File: config.mk
export PLATFORM = sky130hd
export DESIGN_NAME = local_access_router
export DESIGN_NICKNAME = d
export VERILOG_FILES = /design/src/rtl/local_access_pkg.sv /design/src/rtl/lac_cmd_fifo.sv /design/src/rtl/local_access_router.sv
export SDC_FILE = /design/constraint.sdc
export NUM_CORES = 1
export LEC_CHECK = 0
export ABC_AREA = 1
export BUFFER_PORTS_ARGS = -buffer_cell sky130_fd_sc_hd__buf_4
export CAP_MARGIN = 20
export CORE_AREA = 2 2 343 345
export CTS_CLUSTER_DIAMETER = 200
export DETAILED_ROUTE_END_ITERATION = 10
export DIE_AREA = 0 0 345 347
export SLEW_MARGIN = 10
export SYNTH_ARGS = -nofsm -noshare
export SYNTH_HDL_FRONTEND = slang
export SYNTH_HIERARCHICAL = 1
export SYNTH_SLANG_ARGS = --single-unit
File: constraint.sdc
create_clock -name i_clk -period 9.6 [get_ports i_clk]
set_input_delay 0.96 -clock i_clk [delete_from_list [all_inputs] [get_ports i_clk]]
set_output_delay 0.96 -clock i_clk [all_outputs]
set_load 0.1 [all_outputs]
File: src/rtl/local_access_pkg.sv
// rtl/local_access_pkg.sv - opcode, field position, ack status and FSM encodings for local_access_router
package local_access_pkg;

  localparam int CMD_W   = 66;
  localparam int OP_HI   = 65;
  localparam int OP_LO   = 64;
  localparam int ID_HI   = 63;
  localparam int ID_LO   = 60;
  localparam int FIX_BIT = 59;
  localparam int ADDR_HI = 50;
  localparam int ADDR_LO = 32;
  localparam int DATA_HI = 31;
  localparam int DATA_LO = 0;

  localparam logic [1:0] OP_WRITE = 2'b01;
  localparam logic [1:0] OP_READ  = 2'b10;

  localparam logic [1:0] ACK_OK  = 2'b00;
  localparam logic [1:0] ACK_ERR = 2'b11;

  typedef enum logic [1:0] {
    ST_IDLE  = 2'd0,
    ST_ISSUE = 2'd1,
    ST_WAIT  = 2'd2,
    ST_RESP  = 2'd3
  } state_e;

endpackage

File: src/rtl/lac_cmd_fifo.sv
// rtl/lac_cmd_fifo.sv - registered first-word-fall-through command FIFO with full/empty flags
module lac_cmd_fifo #(
  parameter int WIDTH = 66,
  parameter int DEPTH = 4
) (
  input  logic             i_clk,
  input  logic             i_rst_n,
  input  logic             i_push,
  input  logic [WIDTH-1:0] iv_wdata,
  input  logic             i_pop,
  output logic [WIDTH-1:0] ov_rdata,
  output logic             o_full,
  output logic             o_empty
);

  localparam int AW = $clog2(DEPTH);
  localparam logic [AW:0] PTR_ONE = (AW + 1)'(1);

  logic [WIDTH-1:0] mem_q [DEPTH];
  logic [WIDTH-1:0] mem_d [DEPTH];
  logic [AW:0]      wr_ptr_q, wr_ptr_d;
  logic [AW:0]      rd_ptr_q, rd_ptr_d;

  // Extra pointer bit separates full from empty when the indices coincide.
  assign o_empty  = (wr_ptr_q == rd_ptr_q);
  assign o_full   = (wr_ptr_q[AW] != rd_ptr_q[AW]) &&
                    (wr_ptr_q[AW-1:0] == rd_ptr_q[AW-1:0]);
  assign ov_rdata = mem_q[rd_ptr_q[AW-1:0]];

  always_comb begin
    mem_d    = mem_q;
    wr_ptr_d = wr_ptr_q;
    rd_ptr_d = rd_ptr_q;
    if (i_push && !o_full) begin
      mem_d[wr_ptr_q[AW-1:0]] = iv_wdata;
      wr_ptr_d                = wr_ptr_q + PTR_ONE;
    end
    if (i_pop && !o_empty) begin
      rd_ptr_d = rd_ptr_q + PTR_ONE;
    end
  end

  always_ff @(posedge i_clk) begin
    if (!i_rst_n) begin
      wr_ptr_q <= '0;
      rd_ptr_q <= '0;
    end else begin
      wr_ptr_q <= wr_ptr_d;
      rd_ptr_q <= rd_ptr_d;
    end
    mem_q <= mem_d;
  end

endmodule

File: src/rtl/local_access_router.sv
// rtl/local_access_router.sv - routes 66-bit register commands to local ports or external channels, one at a time
// Optional ACCESS_TIMEOUT_EN bounds the read-response wait to TIMEOUT_CYC cycles.
module local_access_router
  import local_access_pkg::*;
#(
  parameter int N_LOCAL     = 5,
  parameter int N_EXT       = 3,
  parameter int FIFO_DEPTH  = 4,
  parameter int TIMEOUT_CYC = 1023
) (
  input  logic                  i_clk,
  input  logic                  i_rst_n,
  input  logic [65:0]           iv_command,
  input  logic                  i_command_wr,
  output logic [65:0]           ov_command_ack,
  output logic                  o_command_ack_wr,
  output logic [N_LOCAL-1:0]    ov_lcl_wr,
  output logic [N_LOCAL-1:0]    ov_lcl_rd,
  output logic [31:0]           ov_lcl_wdata,
  output logic [18:0]           ov_lcl_addr,
  output logic                  o_lcl_addr_fix,
  input  logic [N_LOCAL-1:0]    iv_lcl_rvalid,
  input  logic [19*N_LOCAL-1:0] iv_lcl_raddr,
  input  logic [N_LOCAL-1:0]    iv_lcl_addr_fix,
  input  logic [32*N_LOCAL-1:0] iv_lcl_rdata,
  output logic [64*N_EXT-1:0]   ov_ext_command,
  output logic [N_EXT-1:0]      ov_ext_command_wr,
  input  logic [64*N_EXT-1:0]   iv_ext_ack,
  input  logic [N_EXT-1:0]      iv_ext_ack_wr,
  output logic [15:0]           ov_drop_cnt,
  output logic [15:0]           ov_timeout_cnt
);

  localparam logic [4:0]  N_LOCAL_5 = 5'(N_LOCAL);
  localparam logic [4:0]  N_TOTAL_5 = 5'(N_LOCAL + N_EXT);
  localparam logic [3:0]  N_LOCAL_4 = 4'(N_LOCAL);
  localparam logic [15:0] CNT_MAX   = 16'hFFFF;
  localparam logic [15:0] CNT_ONE   = 16'd1;

  state_e            state_q, state_d;
  logic [CMD_W-1:0]  cmd_q, cmd_d;
  logic [CMD_W-1:0]  ack_q, ack_d;
  logic [15:0]       drop_cnt_q, drop_cnt_d;

  logic              fifo_pop, fifo_full, fifo_empty;
  logic [CMD_W-1:0]  fifo_rdata;

  logic [1:0]        op;
  logic [3:0]        id;
  logic [3:0]        ext_ch;
  logic              is_local, is_ext, is_read, legal;
  logic [N_LOCAL-1:0] lcl_sel;
  logic [N_EXT-1:0]  ext_sel;
  logic              resp_hit;
  logic [CMD_W-1:0]  resp_ack;

`ifdef ACCESS_TIMEOUT_EN
  localparam int          TW           = $clog2(TIMEOUT_CYC + 1);
  localparam logic [TW-1:0] TIMEOUT_LAST = TW'(TIMEOUT_CYC - 1);
  localparam logic [TW-1:0] WAIT_ONE     = TW'(1);
  logic [TW-1:0] wait_cnt_q, wait_cnt_d;
  logic [15:0]   timeout_cnt_q, timeout_cnt_d;
`endif

  lac_cmd_fifo #(
    .WIDTH (CMD_W),
    .DEPTH (FIFO_DEPTH)
  ) u_cmd_fifo (
    .i_clk    (i_clk),
    .i_rst_n  (i_rst_n),
    .i_push   (i_command_wr),
    .iv_wdata (iv_command),
    .i_pop    (fifo_pop),
    .ov_rdata (fifo_rdata),
    .o_full   (fifo_full),
    .o_empty  (fifo_empty)
  );

  assign op       = cmd_q[OP_HI:OP_LO];
  assign id       = cmd_q[ID_HI:ID_LO];
  assign ext_ch   = id - N_LOCAL_4;
  assign is_local = ({1'b0, id} < N_LOCAL_5);
  assign is_ext   = ({1'b0, id} >= N_LOCAL_5) && ({1'b0, id} < N_TOTAL_5);
  assign is_read  = (op == OP_READ);
  assign legal    = ((op == OP_WRITE) || (op == OP_READ)) && (is_local || is_ext);

  always_comb begin
    lcl_sel = '0;
    ext_sel = '0;
    for (int i = 0; i < N_LOCAL; i++) begin
      lcl_sel[i] = is_local && (id == 4'(i));
    end
    for (int i = 0; i < N_EXT; i++) begin
      ext_sel[i] = is_ext && (ext_ch == 4'(i));
    end
  end

  // Only the addressed port or channel can complete the outstanding read.
  always_comb begin
    resp_hit = 1'b0;
    resp_ack = '0;
    for (int i = 0; i < N_LOCAL; i++) begin
      if (lcl_sel[i] && iv_lcl_rvalid[i]) begin
        resp_hit = 1'b1;
        resp_ack = {ACK_OK, id, iv_lcl_addr_fix[i], 8'd0,
                    iv_lcl_raddr[i*19 +: 19], iv_lcl_rdata[i*32 +: 32]};
      end
    end
    for (int i = 0; i < N_EXT; i++) begin
      if (ext_sel[i] && iv_ext_ack_wr[i]) begin
        resp_hit = 1'b1;
        resp_ack = {ACK_OK, iv_ext_ack[i*64 +: 64]};
      end
    end
  end

  always_comb begin
    state_d    = state_q;
    cmd_d      = cmd_q;
    ack_d      = ack_q;
    drop_cnt_d = drop_cnt_q;
    fifo_pop   = 1'b0;
`ifdef ACCESS_TIMEOUT_EN
    wait_cnt_d    = wait_cnt_q;
    timeout_cnt_d = timeout_cnt_q;
`endif
    // A full FIFO drops the request even when a pop frees a slot this cycle.
    if (i_command_wr && fifo_full && (drop_cnt_q != CNT_MAX)) begin
      drop_cnt_d = drop_cnt_q + CNT_ONE;
    end
    case (state_q)
      ST_IDLE: begin
        if (!fifo_empty) begin
          fifo_pop = 1'b1;
          cmd_d    = fifo_rdata;
          state_d  = ST_ISSUE;
        end
      end
      ST_ISSUE: begin
        if (!legal) begin
          ack_d   = {ACK_ERR, cmd_q[ID_HI:DATA_LO]};
          state_d = ST_RESP;
        end else if (is_read) begin
          state_d = ST_WAIT;
`ifdef ACCESS_TIMEOUT_EN
          wait_cnt_d = '0;
`endif
        end else begin
          state_d = ST_IDLE;
        end
      end
      ST_WAIT: begin
        if (resp_hit) begin
          ack_d   = resp_ack;
          state_d = ST_RESP;
        end
`ifdef ACCESS_TIMEOUT_EN
        else if (wait_cnt_q == TIMEOUT_LAST) begin
          ack_d   = {ACK_ERR, cmd_q[ID_HI:DATA_LO]};
          state_d = ST_RESP;
          if (timeout_cnt_q != CNT_MAX) begin
            timeout_cnt_d = timeout_cnt_q + CNT_ONE;
          end
        end else begin
          wait_cnt_d = wait_cnt_q + WAIT_ONE;
        end
`endif
      end
      ST_RESP: begin
        state_d = ST_IDLE;
      end
      default: begin
        state_d = ST_IDLE;
      end
    endcase
  end

  always_ff @(posedge i_clk) begin
    if (!i_rst_n) begin
      state_q    <= ST_IDLE;
      cmd_q      <= '0;
      ack_q      <= '0;
      drop_cnt_q <= '0;
    end else begin
      state_q    <= state_d;
      cmd_q      <= cmd_d;
      ack_q      <= ack_d;
      drop_cnt_q <= drop_cnt_d;
    end
  end

`ifdef ACCESS_TIMEOUT_EN
  always_ff @(posedge i_clk) begin
    if (!i_rst_n) begin
      wait_cnt_q    <= '0;
      timeout_cnt_q <= '0;
    end else begin
      wait_cnt_q    <= wait_cnt_d;
      timeout_cnt_q <= timeout_cnt_d;
    end
  end
  assign ov_timeout_cnt = timeout_cnt_q;
`else
  assign ov_timeout_cnt = '0;
`endif

  assign ov_lcl_wr         = (state_q == ST_ISSUE && legal && is_local && !is_read) ? lcl_sel : '0;
  assign ov_lcl_rd         = (state_q == ST_ISSUE && legal && is_local && is_read) ? lcl_sel : '0;
  assign ov_ext_command_wr = (state_q == ST_ISSUE && legal && is_ext) ? ext_sel : '0;
  assign ov_ext_command    = {N_EXT{cmd_q[ID_HI:DATA_LO]}};
  assign ov_lcl_wdata      = cmd_q[DATA_HI:DATA_LO];
  assign ov_lcl_addr       = cmd_q[ADDR_HI:ADDR_LO];
  assign o_lcl_addr_fix    = cmd_q[FIX_BIT];
  assign ov_command_ack    = ack_q;
  assign o_command_ack_wr  = (state_q == ST_RESP);
  assign ov_drop_cnt       = drop_cnt_q;

endmodule

Yosys cells after proc, flatten, opt, wreduce, memory -nomap -nowiden
Index checks and enable logic that the tools add are counted.

word-level totals
  output and inout port bits = 356
  input bits = 529
  register bits = 420
  logic and storage cells = 117

operators by class
  equal/unequal tests = 18
  reduce and logical (&&, ||, !) cells = 41
  order comparisons = 6
  multiplexer cells = 35
  bitwise gates (word level) = 3
  $add $sub $neg = 4

operator list
  operator                                                            count
  two-way mux 66 bit                                                  12
  bitwise mux 264 bit                                                 1
  binary-select mux 66 bit (select 2 bit)                             1
  demux 66 bit (select 2 bit)                                         1
  one-hot mux 66 bit (2 select lines)                                 1
  two-way mux 64 bit                                                  1
  logical AND 1 bit                                                   29
  adder 16 x 1 -> 16 bit (second input constant)                      1
  inequality test 16 bit (second input constant)                      1
  == test 4 x 2 -> 1 bit (second input constant)                      3
  two-way mux 1 bit                                                   10
  two-way mux 5 bit                                                   2
  == test 4 x 1 -> 1 bit (second input constant)                      2
  zero test 4 bit                                                     2
  two-way mux 2 bit                                                   4
  one-hot mux 2 bit (4 select lines)                                  1
  adder 3 x 1 -> 3 bit (second input constant)                        2
  == test 2 bit (second input constant)                               3
  greater-or-equal comparator 3 bit (second input constant)           2
  inequality test 2 bit (second input constant)                       3
  inverter 2 -> 3 bit                                                 2
  == test 2 x 1 -> 1 bit (second input constant)                      2
  == test 4 x 3 -> 1 bit (second input constant)                      1
  greater-or-equal comparator 4 x 3 -> 1 bit (second input constant)  1
  other kinds (15)                                                    19

Longest topological paths before layout
  depth after elaboration = 13
  depth in mapped cells = 13
  gate-level depth less buffers = 12

By module
The synthesis kept the hierarchy.

by module, submodules not included
  module               times used  cells each  area each (um^2)  seq. area each (um^2)
  local_access_router  1           1,856       11,394.7          2,982.9
  lac_cmd_fifo         1           707         10,207.3          8,047.7

Worst setup path before layout
OpenSTA, ideal clock, no wires.

  kind = in2reg
  start point = in i_command_wr
  end point = reg u_cmd_fifo/mem_q[100] (netlist name), enable pin
  setup slack = 5,312 ps
  required time = 9,110 ps
  setup time = 490 ps
  arrival = 3,797 ps
  stages on the path = 2
  buffers on the path = 0
  cells stage by stage = nand2_1 -> nor2_1

on the way
  cells in the longest elaborated chain, start to end = 1

RTL lines
  element                 line                       text
  start: declaration      local_access_router.sv:14  input logic i_command_wr,
  logical AND 1 bit       lac_cmd_fifo.sv:34         if (i_push && !o_full) begin
  end signal: assignment  lac_cmd_fifo.sv:51         mem_q <= mem_d;
  end: declaration        lac_cmd_fifo.sv:19         logic [WIDTH-1:0] mem_q [DEPTH];

Every way passes these cells.
A chain may end at the register's enable or synchronous reset.

Final worst setup path
  start point = reg cmd_q[61]
  end point = reg ack_q[41], in the netlist ov_command_ack[41]

on the way
  cells in the longest elaborated chain, start to end = 13
  elaborated cells on any way between the ends = 52
  those cells by class = add/sub (1); order compare (3); eq/ne (8); mux (18); reduce/logical (22)

RTL lines
  element                                                                            line                                                  text
  start: declaration                                                                 local_access_router.sv:41                             logic [CMD_W-1:0] cmd_q, cmd_d;
  start signal: assignment                                                           local_access_router.sv:186                            cmd_q <= cmd_d;
  less-than comparator 4 x 3 -> 1 bit / zero test 4 bit (equally long branches)      local_access_router.sv:82, local_access_router.sv:91
  logical AND 1 bit                                                                  local_access_router.sv:91                             lcl_sel[i] = is_local && (id == 4'(i));
  logical AND 1 bit                                                                  local_access_router.sv:103                            if (lcl_sel[i] && iv_lcl_rvalid[i]) begin
  two-way mux 64 bit / two-way mux 1 bit (equally long branches)                     local_access_router.sv:103
  two-way mux 66 bit / two-way mux 1 bit (equally long branches) (4 in series)       local_access_router.sv:103
  two-way mux 66 bit / two-way mux 1 bit (equally long branches) (3 in series)       local_access_router.sv:110                            if (ext_sel[i] && iv_ext_ack_wr[i]) begin
  two-way mux 66 bit / inequality test 2 bit (equally long branches)                 --
  one-hot mux 66 bit (2 select lines) / AND reduction 3 bit (equally long branches)  --
  end signal: assignment                                                             local_access_router.sv:187                            ack_q <= ack_d;
  end: declaration                                                                   local_access_router.sv:42                             logic [CMD_W-1:0] ack_q, ack_d;

Parallel ways exist; a longest one is shown, timed or not. The select of a mux whose other input is x is not followed.

==> impl_metrics.tcl <==
set metrics [dict create \
    crit_path_end_kind "flop" \
    cts-htree-levels 2 \
    cts_tree "done" \
    cts.sinks 419 \
    status "finished clean" \
    synth_edf_count 264 \
    gp_congestion 0.937 \
    use_met2_pct 24.1 \
    area_growth_pct 36.3 \
    worstMarginPinSlew_ps 1100 \
    initial_core_util_pct 18.7 \
    viasPerCell 4.33 \
    antenna_found_initial 13 \
    synth_warnings 6 \
    avgSynthCellArea_um2 8.43 \
    num_io_pins 885 \
    clkTransAtPathRegs_ps 60 \
    crit_fanout 54 \
    routedWlPerCell_um 21.9 \
    use_met1_pct 22.1 \
    sw_frac_of_total_pct 57.8 \
    finalSetupViolCount 0 \
    design.core.area_um2 116000 \
    power_switching_uw 6180 \
    yosys.area.top_type_share_pct 36.7 \
    hpwl_um 77500 \
    num-fill-cells 12588 \
    overflow 0 \
    detail-route-antenna-nets 0 \
    insertion_delay_ps 650 \
    drc 0 \
    grt_pass1_vias 18568 \
    wl_um 103000 \
    grt_max_degree 87 \
    path_class "flop to flop" \
    portBuffers 868 \
    synth_area_leaders "edfxtp_1 (37%), dfxtp_1 (14%), buf_4 (9.4%)" \
    ir_drop_v 0.000371 \
    final_nets 3655 \
    yosysTopAreaCell "edfxtp_1" \
    synth_seq_cells 419 \
    die_h_um 347 \
    fin_crit_sh_pct 44.0 \
    busiest_layer "met2" \
    synth_cell_types 38 \
    pwr_density_cell_nw_per_um2 363 \
    firstDrtPassIters 5 \
    startpoint "cmd_q[61]$_SDFFE_PN0P_" \
    die_area_um2 120000 \
    min_period_ps 4220 \
    p_leak_uw 0.0123 \
    vias 20316 \
    relSlewSlack_pct 26.8 \
    hold_viol_final 0 \
    p_int_uw 4510 \
    synthCells 2563 \
    required_ps 10090 \
    finalMaxSlewViolations 0 \
    p_seq_share_pct 23.7 \
    power_frac_comb_pct 57.5 \
    fmax_mhz 237 \
    arrival_ps 4710 \
    clockBufferDepth 3 \
    placementRows 125 \
    post_cts_resize_count 0 \
    async_reset_ff_share_pct 0 \
    clockRootBuffer "clkbuf_16" \
    cap_violations 0 \
    start_kind "flop" \
    final_layout_size_suffix_gt1_share_pct 32.1 \
    cts_inserted_buffers 51 \
    hold_path_class "flop to flop" \
    hold_start "ov_command_ack[53]$_SDFFE_PN0P_" \
    ys.flop_type "edfxtp_1" \
    syn_area_um2 21600 \
    grt_pass1_wl_um 141000 \
    yosysSeqAreaShare_pct 51.1 \
    rsz0062_at_grt "no" \
    grtUsageMet3_pct 4.80 \
    r2r-start "cmd_q[61]$_SDFFE_PN0P_" \
    setup-tns-final_ps 0 \
    fin_hold_ws_ps 473 \
    p_clk_share_pct 18.8 \
    fin_worst_skew_ps 51.9 \
    drt_first_iter_violations 1765 \
    postCtsSetupBuffers 0 \
    hold_buffers 0 \
    fp.dieW_um 345 \
    grt_usage_pct 16.2 \
]
==> critical path, stage by stage (launching register included) <==
cell,delay (ps)
dfxtp_1,550
inv_2,110
nor2_4,250
nand3_4,660
nand2_1,390
nor2_1,120
nand2_2,590
nand2_2,580
buf_4,440
nand2_1,150
o21ai_1,70
nor2_1,80
nor2_1,40
==> cell type report <==
| class | instances | area [um2] | area share (%) |
|---|---|---|---|
| Multi-Input combinational cell | 1654 | 7620 | 25.9 |
| Clock buffer | 60 | 1320 | 4.48 |
| Timing Repair Buffer | 891 | 6710 | 22.8 |
| Sequential cell | 419 | 11000 | 37.5 |
| Antenna cell | 7 | 17.5 | 0.0595 |
| Inverter | 102 | 389 | 1.32 |
| Clock inverter | 36 | 438 | 1.49 |
| Tap cell | 1524 | 1910 | 6.48 |
==> kinds of logic (layout without fill, tap and decap cells) <==
group / after synthesis / in the layout / synth area share (%)
adders and majority gates: 7 / 7 / 0.405
xor gates and xnor gates: 7 / 7 / 0.371
and+or+nand+nor: 1151 / 1151 / 22.3
buffers and inverters: 505 / 1089 / 14.2
other: 1 / 23 / 0.0174
DFF: 419 / 419 / 51.1
AOI/OAI and AO/OA: 473 / 473 / 11.7
==> power by group through the flow <==
stage / Sequential [uW] / Clock, uW / Combinational (uW)
finish: 2530 / 2010 / 6150
global route: 2570 / 2150 / 6420
CTS: 2540 / 2080 / 6150
detailed placement: 2580 / 0 / 6140
global placement: 2570 / 0 / 6130
floorplan: 2870 / 0 / 4570
==> per-stage QoR <==
| step | total power (uW) | utilization [%] | setup slack (ps) | instances | cell area [um2] |
|---|---|---|---|---|---|
| floorplan | 7440 | - | 5310 | 2578 | 21700 |
| global placement | 8700 | 23.9 | 5290 | 4589 | 27600 |
| detailed placement | 8720 | 23.9 | 5240 | 4589 | 27600 |
| CTS | 10800 | 25.4 | 5360 | 4685 | 29400 |
| global route | 11100 | 25.4 | 5050 | 4688 | 29400 |
| finish | 10700 | 25.4 | 5380 | 4693 | 29400 |
==> final timing paths <==
kind	slack, ps	cells after the start	endpoint
min	470	2	ov_command_ack[53]$_SDFFE_PN0P_
max reg2reg	5380	12	ov_command_ack[41]$_SDFFE_PN0P_
min reg2reg	470	2	ov_command_ack[53]$_SDFFE_PN0P_
max	5380	12	ov_command_ack[41]$_SDFFE_PN0P_
==> metal layers <==
layer  part of all wire [%]  vias to the layer above
met4                    3.4                       14
li1                       -                     9497
met2                     43                      908
met5                  0.095                        -
met1                     45                     9751
met3                    8.6                      146
==> flip-flops by register name, indices dropped and copies added (netlist names), named ones only <==
signal and count:
cmd_q 66, ov_command_ack 65, ov_drop_cnt 16, state_q 1, u_cmd_fifo/mem_q 264, u_cmd_fifo/rd_ptr_q 3, u_cmd_fifo/wr_ptr_q 3
==> placed cells by master, fill, tap and decap left out, types with 2 or more instances in the layout <==
cell type and instances:
clkinv_1 4, a21oi_1 107, nor2_1 405, a31oi_1 7, edfxtp_1 264, o21ai_0 214
nand3b_1 28, nand3_2 3, nor3_1 9, inv_6 4, clkbuf_16 51, ha_1 7
inv_1 85, inv_4 2, o22ai_1 117, xor2_1 5, nand3_4 3, o21ai_1 25
bufinv_16 6, inv_2 14, buf_4 890, clkinv_2 13, nand2_1 538, conb_1 16
dfxtp_1 153, nor2_2 2, nor2_4 10, diode_2 7, clkbuf_1 8, and3_1 22
clkinv_16 3, a22oi_1 2, nand2_2 2, clkinvlp_4 5, nand3_1 84, nand4_1 43
==> synth_stat cells, drive strengths merged (2+ instances only) <==
master / n
and3: 22
nor2: 417
a21oi: 107
nand4: 43
nor3: 9
a31oi: 7
nand3b: 28
xnor2: 2
nand3: 90
clkbuf: 80
a22oi: 2
dfxtp: 155
o21ai: 239
buf: 323
edfxtp: 264
inv: 101
xor2: 5
o22ai: 117
ha: 7
nand2: 541
Note: power is estimated with default switching activity, not from simulation.
